## src/rtl/deadlock_monitor_scheduler.sv

```systemverilog
// Confirms persistent blocks from the per-instance AXIS deadlock monitors, picks one round-robin,
// and reports it with a cycle stamp over valid/ready; deadlock stays set until clear.
module deadlock_monitor_scheduler #(
    parameter int NUM_MON        = 8,
    parameter int IDX_W          = 3,
    parameter int CONFIRM_CYCLES = 16,
    parameter int CNT_W          = 5,
    parameter int STAMP_W        = 32
) (
    input  logic               clock,
    input  logic               reset,
    input  logic               enable,
    input  logic [NUM_MON-1:0] mon_block,
    input  logic [NUM_MON-1:0] mon_idle,
    output logic               report_valid,
    input  logic               report_ready,
    output logic [IDX_W-1:0]   report_idx,
    output logic [STAMP_W-1:0] report_stamp,
    output logic               deadlock,
    input  logic               clear
);

    typedef enum logic [2:0] {
        S_IDLE,
        S_SCAN,
        S_CONFIRM,
        S_REPORT,
        S_HOLD
    } state_t;

    state_t             r_state;
    logic [IDX_W-1:0]   r_ptr;
    logic [IDX_W-1:0]   r_cand;
    logic [CNT_W-1:0]   r_cnt;
    logic [STAMP_W-1:0] r_stamp;
    logic               r_valid;
    logic [IDX_W-1:0]   r_idx;
    logic [STAMP_W-1:0] r_rstamp;
    logic               r_deadlock;

    logic [NUM_MON-1:0] w_qual;
    logic               w_found;
    logic [IDX_W-1:0]   w_pick;
    logic [IDX_W-1:0]   w_cand_next;

    assign w_qual      = mon_block & ~mon_idle;
    assign w_cand_next = (r_cand == IDX_W'(NUM_MON - 1)) ? '0 : r_cand + 1'b1;

    // Round-robin search starting at r_ptr; the sum is folded back below NUM_MON so
    // non-power-of-two instance counts wrap correctly.
    always_comb begin
        w_found = 1'b0;
        w_pick  = '0;
        for (int k = 0; k < NUM_MON; k++) begin
            int v;
            v = int'(r_ptr) + k;
            if (v >= NUM_MON) v = v - NUM_MON;
            if (!w_found && w_qual[v[IDX_W-1:0]]) begin
                w_found = 1'b1;
                w_pick  = v[IDX_W-1:0];
            end
        end
    end

    always_ff @(posedge clock) begin
        if (reset) begin
            r_state    <= S_IDLE;
            r_ptr      <= '0;
            r_cand     <= '0;
            r_cnt      <= '0;
            r_stamp    <= '0;
            r_valid    <= 1'b0;
            r_idx      <= '0;
            r_rstamp   <= '0;
            r_deadlock <= 1'b0;
        end else begin
            r_stamp <= r_stamp + 1'b1;
            case (r_state)
                S_IDLE: begin
                    if (enable) r_state <= S_SCAN;
                end
                S_SCAN: begin
                    if (!enable) begin
                        r_state <= S_IDLE;
                    end else if (w_found) begin
                        r_cand  <= w_pick;
                        r_cnt   <= '0;
                        r_state <= S_CONFIRM;
                    end
                end
                S_CONFIRM: begin
                    if (!enable) begin
                        r_state <= S_IDLE;
                    end else if (!w_qual[r_cand]) begin
                        r_ptr   <= w_cand_next;
                        r_state <= S_SCAN;
                    end else if (r_cnt == CNT_W'(CONFIRM_CYCLES - 1)) begin
                        r_idx    <= r_cand;
                        r_rstamp <= r_stamp;
                        r_valid  <= 1'b1;
                        r_state  <= S_REPORT;
                    end else begin
                        r_cnt <= r_cnt + 1'b1;
                    end
                end
                // Report is held until consumed; enable and clear cannot withdraw it.
                S_REPORT: begin
                    if (report_ready) begin
                        r_valid    <= 1'b0;
                        r_deadlock <= 1'b1;
                        r_ptr      <= w_cand_next;
                        r_state    <= S_HOLD;
                    end
                end
                S_HOLD: begin
                    if (clear) begin
                        r_deadlock <= 1'b0;
                        r_state    <= enable ? S_SCAN : S_IDLE;
                    end
                end
                default: r_state <= S_IDLE;
            endcase
        end
    end

    assign report_valid = r_valid;
    assign report_idx   = r_idx;
    assign report_stamp = r_rstamp;
    assign deadlock     = r_deadlock;

endmodule

```

## config.mk

```make
export PLATFORM = sky130hd
export DESIGN_NAME = deadlock_monitor_scheduler
export DESIGN_NICKNAME = d
export VERILOG_FILES = /design/src/rtl/deadlock_monitor_scheduler.sv
export SDC_FILE = /design/constraint.sdc
export NUM_CORES = 1
export LEC_CHECK = 0
export CAP_MARGIN = 0
export CORE_MARGIN = 4
export CORE_UTILIZATION = 55
export DETAILED_ROUTE_END_ITERATION = 6
export PLACE_DENSITY = 0.76
export SYNTH_ARGS = -nofsm -noshare
export SYNTH_HDL_FRONTEND = slang
export SYNTH_SLANG_ARGS = --single-unit
```

## constraint.sdc

```tcl
create_clock -name clock -period 3.6 [get_ports clock]
set_input_delay 0.72 -clock clock [delete_from_list [all_inputs] [get_ports clock]]
set_output_delay 0.72 -clock clock [all_outputs]
set_load 0.01 [all_outputs]
```

==> results.json <==
{
  "hold_class": "reg -> reg",
  "crit_slowest_cell": "mux4_2",
  "yosys-top-cells-count": "nand2_1 (98), dfxtp_1 (83), a21oi_1 (51), nor2_1 (48), xor2_1 (20)",
  "crit_arrival_ns": 3.39,
  "cts_setup_buffers": 0,
  "maxSlewHeadroom": 0.571,
  "synth_most_common_cell": "nand2_1",
  "crit_type": "in -> reg",
  "insertion_delay_ns": 0.36,
  "antenna_left": 0,
  "initial_core_util": 0.560,
  "fin_nets": 601,
  "grt_pass1_wl_um": 16900,
  "drv_cap": 0,
  "worstSetupEndpointType": "register",
  "viasPerCell": 5.64,
  "finalPower_mw": 2.07,
  "clock-sinks": 83,
  "r2r_cells": 9,
  "critPathLaunch": "mon_idle[1]",
  "reg2reg_slack_ns": 0.69,
  "synth_seq_cells": 83,
  "grt_overflow": 0,
  "drv_slew": 0,
  "crit_path_frequent_cell": "nand2b_1",
  "peakVddDrop_mv": 0.380,
  "endpoint": "report_valid",
  "r2r-end": "r_cnt[4]",
  "fp.dieArea_um2": 9310,
  "routedWlPerCell_um": 14.9,
  "antenna_cells": 0,
  "wl_um": 10100,
  "rows": 32,
  "crit_fanout": 7,
  "cts_buffer_depth": 2,
  "crit_required_ns": 3.86,
  "vias": 3838,
  "slowest_delay_ns": 0.55,
  "cts_resized": 0,
  "die_width_um": 96.5,
  "synthFlopType": "dfxtp_1",
  "synth_warnings": 0,
  "drtIter0Drc": 237,
  "dr.pass1.iters": 5,
  "power_density_nw_per_um2": 397,
  "worst_setup_path_start_kind": "primary input",
  "hold_buffers": 0,
  "rr_startpoint": "r_ptr[0]",
  "die_h_um": 96.5,
  "grt_max_degree": 53,
  "skew_ns": 0.0186,
  "drive_gt1_frac": 0.112,
  "netlist_instances": 516,
  "setup-violations-final": 0,
  "yosysTopAreaCell": "dfxtp_1",
  "drc": 0,
  "hold_viol_final": 0,
  "fin_crit_ns": 3.13,
  "cts_root_buf": "clkbuf_8",
  "fill_cells": 639,
  "worstMarginPinSlew_ns": 0.638,
  "synth_top_area_frac": 0.386,
  "synth_fp_nets": 544,
  "yosysSeqAreaShare": 0.386,
  "cts_max_level": 3,
  "synth_async_sr_flop_share": 0,
  "setup_tns_ns": 0,
  "min-delay-start": "report_stamp[10]",
  "dp_hpwl_um": 7400,
  "area_delta_synth_final_pct": 21.1,
  "ios": 58,
  "portBuffers": 57,
  "cellLeakagePower_nw": 1.79,
  "status": "completed",
  "fmax_ghz": 0.320,
  "crit_chain": "clkdlybuf4s50_1 -> nand2b_1 -> mux2_2 -> mux4_2 -> nand2_2 -> nor4_4 -> buf_4 -> a311oi_2 -> nand2b_1 -> o211a_1",
  "synthDistinctLibCells": 59,
  "clkSlewWorstSetupHoldPaths_ns": 0.11,
  "core-area_um2": 7690,
  "synth.avg_cell_area_um2": 8.35,
  "fin_crit_sh": 0.869,
  "cts_tree": "built",
  "rsz0062_at_grt": "false",
  "cts_made_buffers": 9,
  "gp_congestion": 0.868,
  "syn_area_um2": 4310,
  "grt_pass1_vias": 3624,
  "synth-edff-count": 0,
  "antenna_found_initial": 0,
  "synthTopCellsByArea": "dfxtp_1 (39%), nand2_1 (8.5%), a21oi_1 (5.9%)",
  "grt_use_total": 0.229
}
-- worst min path at each step --
stage / to / cells after the start
global route: report_stamp[11] / 2
floorplan: r_stamp[0] / 1
finish: report_stamp[10] / 2
CTS: report_stamp[5] / 2
detailed placement: report_stamp[8] / 2
global placement: report_stamp[9] / 2
-- flip-flops by register name (all words and copies together) (netlist names) --
signal / flops
report_stamp: 32
deadlock: 1
r_state: 3
report_idx: 3
r_ptr: 3
r_cnt: 5
r_cand: 3
report_valid: 1
r_stamp: 32
-- cell families after synthesis --
kind of cell / count (synthesis) / synth area share
simple gates: 224 / 0.241
compound gates: 101 / 0.147
flops: 83 / 0.386
buf+inv: 38 / 0.0366
mux: 34 / 0.110
xor+xnor: 28 / 0.0569
fa+ha+maj: 8 / 0.0227
-- stage by stage --
step / setup WS [ns] / util / hold WS (ns) / std cells / area, µm²
3_5_place_dp: 0.123 / 0.652 / 0.447 / 664 / 5010
2_1_floorplan: 0.539 / - / 0.430 / 516 / 4310
3_3_place_gp: 0.169 / 0.652 / 0.442 / 664 / 5010
6_report: 0.473 / 0.678 / 0.458 / 680 / 5220
5_1_grt: 0.338 / 0.678 / 0.482 / 680 / 5220
4_1_cts: 0.485 / 0.678 / 0.461 / 680 / 5220
-- final cells by class --
class                   instances  area (µm²)  share of cell area
well taps                     102         128              0.0245
multi-input cells             395        2490               0.477
repair buffers                 72         691               0.132
clock inverters                 7        76.3              0.0146
inverters                      12        45.0             0.00864
flip-flops and latches         83        1660               0.319
clock buffers                   9         124              0.0238
-- worst max-delay path, delay by kind of cell --
kind | cells | cell delay (ns)
AO/OA/AOI/OAI | 2 | 0.54
multiplexers | 2 | 0.91
buffers and inverters | 2 | 0.57
AND/OR/NAND/NOR | 4 | 0.65
-- cell usage in the layout (no fill, tap or decap), types with 3 or more instances in the layout --
cell type	synthesis	layout
o211ai_1	3	3
clkbuf_8	0	9
inv_1	9	9
mux4_2	9	9
buf_4	0	14
ha_1	7	7
o221ai_1	3	3
nand2b_1	10	10
a21oi_1	51	51
nand3b_1	4	4
nor3_1	10	10
mux2i_1	13	13
and3_1	7	7
nor2_1	48	47
mux2_2	11	11
xor2_1	20	20
xnor2_1	8	8
nand2_1	98	98
nand4_1	7	7
o22ai_1	4	4
nand3_1	16	16
o21ai_0	17	17
a22oi_1	3	3
clkdlybuf4s50_1	0	56
dfxtp_1	83	83
or3_1	9	9
-- routing by layer --
layer	global-route usage	wire [µm]	up-vias
met1	0.325	4900	1809
met5	0	0	-
met2	0.362	4710	96
li1	-	-	1926
met4	0.0502	37	0
met3	0.0457	491	7
-- where the power goes --
| part | switching (mW) | total, mW | internal, mW |
|---|---|---|---|
| sequential | 0.0348 | 0.973 | 0.938 |
| combinational | 0.246 | 0.448 | 0.201 |
| clock | 0.380 | 0.649 | 0.269 |
| total | 0.661 | 2.07 | 1.41 |
Note: power is estimated with default switching activity, not from simulation.
==> RTL change, RTL diff (config.mk and constraints unchanged) <==
Encoding of `state_t`: now one-hot (5 bits for 5 states).
--- a/src/rtl/deadlock_monitor_scheduler.sv
+++ b/src/rtl/deadlock_monitor_scheduler.sv
@@ -20,12 +20,12 @@
     input  logic               clear
 );
 
-    typedef enum logic [2:0] {
-        S_IDLE,
-        S_SCAN,
-        S_CONFIRM,
-        S_REPORT,
-        S_HOLD
+    typedef enum logic [4:0] {
+        S_IDLE    = 5'b00001,
+        S_SCAN    = 5'b00010,
+        S_CONFIRM = 5'b00100,
+        S_REPORT  = 5'b01000,
+        S_HOLD    = 5'b10000
     } state_t;
 
     state_t             r_state;
Check against the original RTL: same outputs for any inputs over 4 cycles, from zero or initial values and one cycle with reset high; so few cycles prove little.
==> RTL change against the original RTL <==
  * Sequential cell count increased by 2
  * Sequential share of layout area fell by 0.48 points
  * Critical path depth decreased by 1
  * Area after synthesis increased by 6.5%
  * Routed wire length fell by 3.2%
  * Cell area up 4.0%
  * Worst setup slack better by 63 ps
  * Global-route usage decreased by 2.2 points
  * Final cell count down 2.9%
  * Die area grew 6.0%
  * Highest routed layer unchanged
Power is not compared: it rests on default switching activity, and its combinational part moved more than twofold at a synthesized area within 25%.
==> RTL change: results (changes against the original RTL) <==
- The run finished with clean final reports.
- The later-pin clock latency in the skew report is 360 ps (about the same).
- The iteration count of the initial detailed-routing pass was 4 (-1).
- The via count of the first global-routing pass is 3676 (+1.4%).
- The overall via count from detail_route is 3793 (-1.2%).
- The count of inserted antenna diode cells is 0 (unchanged).
- The largest individual stage delay along the critical path comes from the cell dfxtp_1.
- The worst hold path class is register to register.
- The routed wire length came to 9817 microns (-3.2%).
- The total track usage is 20.71% (-2.2 points).
- The count of H-tree levels built during CTS is 3 (unchanged).
- The final design area excluding fillers is 5423 sq um (+4.0%).
- The wire length of the first global-routing pass came to 16840 microns (about the same).
- The fill cell instance count of the final layout is 672 (+5.2%).
- After synthesis, the most frequently instantiated cells are 85 x dfxtp_1, 83 x nor2_1, 48 x mux2i_1.
- The cell family with the largest share of critical-path delay is compound AO/OA/AOI/OAI gates.
- The largest net degree at the start of global routing is 37 (-30%).
- The HPWL after detailed placement is 7287 microns (-1.5%).
- The clock tree skew after final layout came to 15.52 ps (-3.101 ps).
- The final weighted congestion of routability-driven global placement was 0.8827 (+1.8%).
- The number of DRC markers in iteration 0 is 149 (-37%).
- Among all flip-flop cells after synthesis, the most frequent one is dfxtp_1.
- The total setup buffers inserted after CTS was 0 (unchanged).
- The placed standard-cell area is 5223 sq um (+4.1%).
- The transition time at the pin with the least slew margin is 777.5 ps (+139.2 ps).
- The cell sitting at the root of the clock tree is a clkbuf_8.
- The largest fanout on the critical path was 14 (+7).
- The synthesized area per cell came to 9.211 sq um (+10%).
- The filler-free cell count of the finished design is 660 (-2.9%).
- The number of cells after detailed placement is 644 (-3.0%).
- The number of input and output port buffers inserted is 57 (unchanged).
- The clock transition time at the flip-flop clock pins of the worst setup and hold paths is 90 ps (-20 ps).
- The number of different library cells in the post-synthesis netlist was 71 (+20%).
- The highest ir drop seen on vdd is ~0.00025 V.
- The share of post-route cells with drive strength above 1 is 10.09% (-1.2 points).
- Summed over all cells, the static leakage comes to between 2 and 2.5 nW.
- The net count reported at finish is 578 (-3.8%).
- Yosys attributes the largest share of cell area to dfxtp_1 37%, mux2i_1 10%, nor2_1 6.8%, mux4_2 4.9%, xor2_1 4.8%.
- The count of warnings emitted by yosys is 0 (unchanged).
- The fraction of the yosys area taken by sequential cells is 37.10% (-1.5 points).
- The worst slack at placement is 303.1 ps (+180.6 ps).
- The synthesized net count is 526 (-3.3%).
- The maximum single-stage delay on the critical path came to 620 ps (+70 ps).
## RTL change: cell types whose count changed in the layout (fill, tap and decap cells not counted), moves of 5 or more
| cell | unedited run | this run |
|---|---|---|
| nand2_1 | 98 | 30 |
| nor2_1 | 47 | 83 |
| mux2i_1 | 13 | 48 |
| a21oi_1 | 51 | 20 |
| nor2b_1 | 1 | 12 |
| mux2_2 | 11 | 2 |
| buf_4 | 14 | 8 |
| xnor2_1 | 8 | 3 |
| xor2_1 | 20 | 25 |
## RTL change: kinds of logic after synthesis
family | count (synthesis) | synth area share (%)
flip-flops | 85 | 37.10
AO/OA/AOI/OAI | 68 | 10.15
AND/OR/NAND/NOR | 208 | 22.48
buffers and inverters | 35 | 4.010
multiplexers | 66 | 18.66
XOR/XNOR | 29 | 5.701
adder cells (fa/ha/maj) | 7 | 1.909
## RTL change: area by class of cell
cell class                      instances  area share (%)
Clock buffer                            9           2.284
Clock inverter                          7           1.407
Inverter                               10          0.7845
Multi-Input combinational cell        378           49.82
Sequential cell                        85           31.38
Tap cell                              105           2.423
Timing Repair Buffer                   66           11.91
## RTL change: path summary, 6_finish.rpt
path | start | end | slack [ps] | cells past startpoint
worst min register to register | r_stamp[0] | r_stamp[0] | 470 | 1
worst max-delay path | r_ptr[1] | r_cand[2] | 540 | 9
worst min-delay path | r_stamp[0] | r_stamp[0] | 470 | 1
worst max register to register | r_ptr[1] | r_cand[2] | 540 | 9
## RTL change: power breakdown
part	leakage, nW	internal, mW	switching (mW)
Combinational	1.42	0.0831	0.0909
Sequential	0.686	0.949	0.0147
Clock	0.103	0.276	0.388
Total	2.21	1.31	0.493
## RTL change: layer usage
metal  track usage, %  vias up  part of all wire, %
met5                0        -                    0
met4            5.777        0                  1.3
met3            4.698       12                  4.9
met2            33.83       91                   47
met1            27.67     1816                   46
li1                 -     1874                    -
